==> config.mk <==
export PLATFORM = sky130hd
export DESIGN_NAME = fsm_memoria_rx
export DESIGN_NICKNAME = d
export VERILOG_FILES = /design/src/rtl/fsm_memoria_rx.sv
export SDC_FILE = /design/constraint.sdc
export NUM_CORES = 1
export LEC_CHECK = 0
export CORE_MARGIN = 2
export CORE_UTILIZATION = 27
export CTS_CLUSTER_SIZE = 10
export DETAILED_ROUTE_END_ITERATION = 10
export PLACE_DENSITY = 0.44
export SLEW_MARGIN = 20
export SYNTH_ARGS = -nofsm -noshare
export SYNTH_HDL_FRONTEND = slang
export SYNTH_SLANG_ARGS = --single-unit
==> constraint.sdc <==
create_clock -name clk -period 4.77 [get_ports clk]
set_clock_uncertainty 0.2 [all_clocks]
set_input_delay 0.954 -clock clk [delete_from_list [all_inputs] [get_ports clk]]
set_output_delay 0.954 -clock clk [all_outputs]
set_load 0.01 [all_outputs]
==> src/rtl/fsm_memoria_rx.sv <==
// fsm_memoria_rx: receiving side of a four-phase send/ack handshake, storing words in a
// first-word-fall-through FIFO that drains through a valid/ready port. Rev 1.0
`default_nettype none

module fsm_memoria_rx #(
  parameter int DEPTH = 4,
  parameter int DW    = 16
) (
  input  logic                         clk,
  input  logic                         rst,
  input  logic [1:0]                   send,
  input  logic [DW-1:0]                dado,
  output logic [1:0]                   ack,
  output logic [DW-1:0]                out_data,
  output logic                         out_valid,
  input  logic                         out_ready,
  output logic [$clog2(DEPTH+1)-1:0]   level,
  output logic [15:0]                  xfer_cnt
);

  localparam int AW = $clog2(DEPTH);
  localparam int LW = $clog2(DEPTH+1);

  typedef enum logic [1:0] {
    IDLE = 2'b00,
    ACKD = 2'b01,
    ILL2 = 2'b10,
    ILL3 = 2'b11
  } state_t;

  state_t          state_q;
  logic [1:0]      ack_q;
  logic [AW-1:0]   wr_ptr_q, wr_ptr_d;
  logic [AW-1:0]   rd_ptr_q, rd_ptr_d;
  logic [LW-1:0]   level_q, level_d;
  logic [15:0]     cnt_q, cnt_d;
  logic [DW-1:0]   mem [DEPTH];

  logic w_req, w_full, w_push, w_pop;

  // Full is judged on the registered level: a pop in this cycle cannot make room for this push.
  assign w_req  = (send == 2'b01);
  assign w_full = (level_q == LW'(DEPTH));
  assign w_push = (state_q == IDLE) && w_req && !w_full;
  assign w_pop  = (level_q != '0) && out_ready;

  always_comb begin
    wr_ptr_d = wr_ptr_q + AW'(w_push);
    rd_ptr_d = rd_ptr_q + AW'(w_pop);
    cnt_d    = cnt_q + 16'(w_push);
    level_d  = level_q;
    case ({w_push, w_pop})
      2'b10:   level_d = level_q + LW'(1);
      2'b01:   level_d = level_q - LW'(1);
      default: level_d = level_q;
    endcase
  end

  always_ff @(posedge clk or negedge rst) begin
    if (!rst) begin
      state_q <= IDLE;
      ack_q   <= 2'b00;
    end else begin
      case (state_q)
        IDLE: begin
          if (w_push) begin
            state_q <= ACKD;
            ack_q   <= 2'b01;
          end
        end
        ACKD: begin
          if (!w_req) begin
            state_q <= IDLE;
            ack_q   <= 2'b00;
          end
        end
        default: begin
          state_q <= IDLE;
          ack_q   <= 2'b00;
        end
      endcase
    end
  end

  always_ff @(posedge clk or negedge rst) begin
    if (!rst) begin
      wr_ptr_q <= '0;
      rd_ptr_q <= '0;
      level_q  <= '0;
      cnt_q    <= '0;
    end else begin
      wr_ptr_q <= wr_ptr_d;
      rd_ptr_q <= rd_ptr_d;
      level_q  <= level_d;
      cnt_q    <= cnt_d;
    end
  end

  // Storage is intentionally not reset; out_data is only meaningful while out_valid is high.
  always_ff @(posedge clk) begin
    if (w_push) mem[wr_ptr_q] <= dado;
  end

  assign ack       = ack_q;
  assign out_data  = mem[rd_ptr_q];
  assign out_valid = (level_q != '0);
  assign level     = level_q;
  assign xfer_cnt  = cnt_q;

endmodule

`default_nettype wire
Word-level counts from Yosys, hierarchy flattened
Memory sizes are Yosys's and may differ from the RTL's. Index checks and enable logic that the tools add are counted.

$add $sub $neg: 5. $mul: 0. Divide/modulo/power cells: 0. Magnitude comparators: 0. Equality and inequality tests: 7. Shift-type cells: 0. Mux-type cells: 6. Bitwise logic cells: 0. Reductions and logical operators: 8.

Operator list (count): adder 16 x 1 -> 16 bit (1); equality test 2 x 1 -> 1 bit (second input constant) (3); case mux 3 bit (2 select lines) (1); adder 2 x 1 -> 2 bit (2); two-way mux 2 bit (2); != test 2 bit (second input constant) (2); case mux 2 bit (2 select lines) (1); adder 3 x 1 -> 3 bit (second input constant) (1); equality test 3 bit (second input constant) (1); logical AND 1 bit (3); nonzero test 3 bit (1); subtractor 3 x 1 -> 3 bit (second input constant) (1); equality test 2 bit (second input constant) (1); logical NOT 2 bit (1); two-way mux 1 bit (2); AND reduction 2 bit (1); nonzero test 2 bit (1); logical NOT 1 bit (1).

Bits in registers: 25. Bits in latches: 0. RAM bits: 64. Memory bits (read-only): 0. Output and inout bits: 38. Memories: 1.

Memory list: mem (words 4, bits a word 16, rd ports 1, clocked after memory_dff 0, wr ports 1, RTL line 37) `logic [DW-1:0] mem [DEPTH];`.

Depth between registers and ports, before layout
Depth after elaboration: 5. Mapped depth: 9. Depth with buffers taken out: 9.

Worst setup path before layout
No wires, ideal clock.

Path kind: input to register. From: in send[1]. To: mem mem[0][0], enable pin. Library setup time: 0.409 ns. Arrival: 2.595 ns. Setup slack: 1.566 ns. Stages on the path: 3. Cell sequence: nand2b_1 > or3_4 > nor3_1.

Longest elaborated chain between the ends: 5.

Ends and longest elaborated chain: start, declared (RTL line 11) `input logic [1:0] send,`; equality test 2 x 1 -> 1 bit (RTL line 42) `assign w_req = (send == 2'b01);`; logical AND 1 bit (2 in series) (RTL line 44) `assign w_push = (state_q == IDLE) && w_req && !w_full;`; two-way mux 1 bit (RTL line 101) `if (w_push) mem[wr_ptr_q] <= dado;`; two-way mux 1 bit (implied by the code) (RTL line 101); end, declared (RTL line 37).

Every way passes these cells.

Worst setup path in the final report
From: reg rd_ptr_q[1]. To: out out_data[6].

Longest elaborated chain between the ends: 1.

Ends and longest elaborated chain: start, declared (RTL line 34) `logic [AW-1:0] rd_ptr_q, rd_ptr_d;`; start signal, assigned (RTL line 93) `rd_ptr_q <= rd_ptr_d;`; memory (4 x 16 bit); end, declared (RTL line 14) `output logic [DW-1:0] out_data,`.

Every way passes these cells.

==> reports/metrics.csv <==
stage,metric,value,unit
outcome,status,finished clean,
clocking,Root Driver,clkbuf_16,
logic_synthesis,Synth Cell Area,0.00345,mm^2
critical_path,worst endpoint required time,3.62,ns
sta,setup violators final,0,
clocking,clk buf depth,2,
critical_path,critical setup path kind,reg2out,
flow_run,Max Cap Viol,0,
critical_path,CP max FO,17,
sta,fmax,0.304,GHz
cells_and_area,nets@finish,275,
die,Die ar.,0.0137,mm^2
grt,Total GRT Usage,10.4,%
clocking,H-tree Lvls,3,
placement,Post-DP Area,0.00423,mm^2
logic_synthesis,sequential-to-total area share from yosys stat,73.1,%
logic_synthesis,Synth cell types,30,
power_and_ir_drop,P_leak,0.00163,uW
sta,"Hold Violations, Final",0,
critical_path,launching point of the worst reg2reg path,level[2]$_DFFE_PN0P_,
clocking,total CTS buffers,9,
die,Starting Density,27.4,%
die,row cnt,41,
die,die width,117,um
logic_synthesis,Post-synth EDFFs,64,
logic_synthesis,"Top FF cell, synth",edfxtp_1,
cells_and_area,# diodes,0,
sta,Slew @ Worst Pin,0.959,ns
placement,port bufs,57,
die,# IOs,59,
sta,max-slew violations,0,
sta,min Tclk post-route,3.29,ns
grt,initial antenna violation count,0,
cells_and_area,FILL cells,1214,
critical_path,crit path from,rd_ptr_q[1]$_DFF_PN0_,
clocking,clk_lat worst skew,0.34,ns
clocking,cts repair resizes,0,
worst_hold_path,hold wc startpoint,xfer_cnt[15]$_DFF_PN0_,
power_and_ir_drop,Power Total,2450,uW
cells_and_area,"commonest cells after routing, fill and taps aside","edfxtp_1, clkdlybuf4s50_1, dfrtp_1",
clocking,CTS Hold Bufs,0,
placement,DP HPWL,4.03,mm
grt,largest net degree at the start of global routing,18,
detailed_routing,initial drt markers,101,
clocking,CTS sink count,88,
critical_path,critical path startpoint category,flop,
worst_hold_path,worst min path class,reg2reg,
clocking,clk slew on worst S/H paths,0.06,ns
grt,global-route wire length before repair,10.0,mm
power_and_ir_drop,pwr/cell area,538,mW/mm^2
sta,setup TNS,0,ns
logic_synthesis,synthesis-stage register bit count,88,
logic_synthesis,Syn Inst Count,180,
detailed_routing,ANT nets after route,0,
cells_and_area,layout cells sized above 1,17.9,%
sta,Rel. slew slack,36.0,%
cells_and_area,"most common cell after layout, fill and taps aside",edfxtp_1,
logic_synthesis,ys async rst share,27.3,%
logic_synthesis,"Avg Cell Area, Syn",19.2,um^2
cells_and_area,Finished Cell Area,0.00455,mm^2
detailed_routing,Via density,4.09,
power_and_ir_drop,maximum vdd drop,204,uV
detailed_routing,DRC,0,
clocking,CTS tree,yes,
critical_path,nature of the critical path endpoint,output port,
logic_synthesis,Yosys warnings,0,
logic_synthesis,Post-Syn Nets,208,
placement,Final GP Congestion,0.678,
die,core footprint,0.0126,mm^2
sta,final worst-path cycle share,68.9,%
cells_and_area,Area Overhead vs Synth,32.0,%
sta,RSZ-0062 raised after global routing,no,
cells_and_area,register cell area after layout,0.00252,mm^2
detailed_routing,routed via count,1735,
detailed_routing,drt first pass iters,4,
detailed_routing,WL/cell,15.0,um
grt,grt total ovfl,0,
grt,vias in the first global route,1851,
cells_and_area,area of the multi-input gates,871,um^2
die,Die Ht,117,um
detailed_routing,DRT Wirelength,6.35,mm
clocking,Post-CTS Repair Setup Buffers,0,
critical_path,CP arrival,2.13,ns
## synthesized netlist by cell type, types with 2 or more instances
master / count / area (um^2)
inv_1: 5 / 18.8
edfxtp_1: 64 / 1920
buf_6: 2 / 22.5
nor3_1: 3 / 15.0
nand2_1: 7 / 26.3
mux4_2: 16 / 360
nor4_2: 2 / 25.0
nor2_1: 7 / 26.3
and3_1: 2 / 12.5
xor2_1: 11 / 96.3
ha_1: 6 / 75.1
xnor2_1: 8 / 70.1
dfrtp_1: 24 / 601
nand3_1: 6 / 30.0
buf_2: 2 / 10.0
## worst max-delay path, cell delays in order, from the launching register on
cell,delay [ns]
dfrtp_1,0.87
mux4_2,0.43
clkdlybuf4s50_1,0.49
## flip-flops by register name (all words and copies together) (netlist names)
name	flops
ack	1
rd_ptr_q	2
mem	64
level	3
wr_ptr_q	2
xfer_cnt	16
## kinds of logic after synthesis
logic type	after synthesis	share of synthesized area (%)
adders and majority gates	7	2.76
xor gates and xnor gates	19	4.82
DFF	88	73.1
muxes	17	10.7
buffers and inverters	11	1.85
AOI/OAI and AO/OA	1	0.145
other	1	0.109
and+or+nand+nor	36	6.46
## layout make-up
cell class                 count  area share [%]
clock buffer                   9            4.95
clock inverter                 7            2.06
inverter                       6           0.522
multi-input combinational     81            19.1
sequential                    88            55.4
tap                          172            4.73
timing repair buffer          61            13.2
## stage by stage
| step | hold slack, ns | util (%) | setup WS (ns) | instances |
|---|---|---|---|---|
| after floorplan | 0.301 | - | 1.57 | 180 |
| after global placement | 0.268 | 33.7 | 1.41 | 408 |
| after detailed placement | 0.266 | 33.7 | 1.41 | 408 |
| after CTS | 0.284 | 36.2 | 1.38 | 424 |
| after global routing | 0.306 | 36.2 | 1.35 | 424 |
| final | 0.282 | 36.2 | 1.48 | 424 |
## layer usage
layer,GRT usage (%),share of wire (%),up-vias
li1,-,-,810
met1,12.8,44,867
met2,15.7,47,51
met3,4.38,7.2,7
met4,5.18,1.6,0
met5,0,0,-
## power by group
group / total, uW / switching, uW / internal (uW)
Clock: 752 / 293 / 458
Combinational: 664 / 268 / 397
Sequential: 1030 / 108 / 927
## worst paths after layout
| check | to | slack, ns | cells after the start |
|---|---|---|---|
| setup reg to reg | mem[2][10]$_DFFE_PP_ | 2.31 | 5 |
| setup / recovery | out_data[6] | 1.48 | 2 |
| hold reg to reg | xfer_cnt[15]$_DFF_PN0_ | 0.28 | 1 |
| max in group asynchronous | xfer_cnt[4]$_DFF_PN0_ | 2.85 | 2 |
| hold / removal | xfer_cnt[15]$_DFF_PN0_ | 0.28 | 1 |
| min in group asynchronous | level[2]$_DFFE_PN0P_ | 0.89 | 1 |
(Power assumes the default switching activity.)
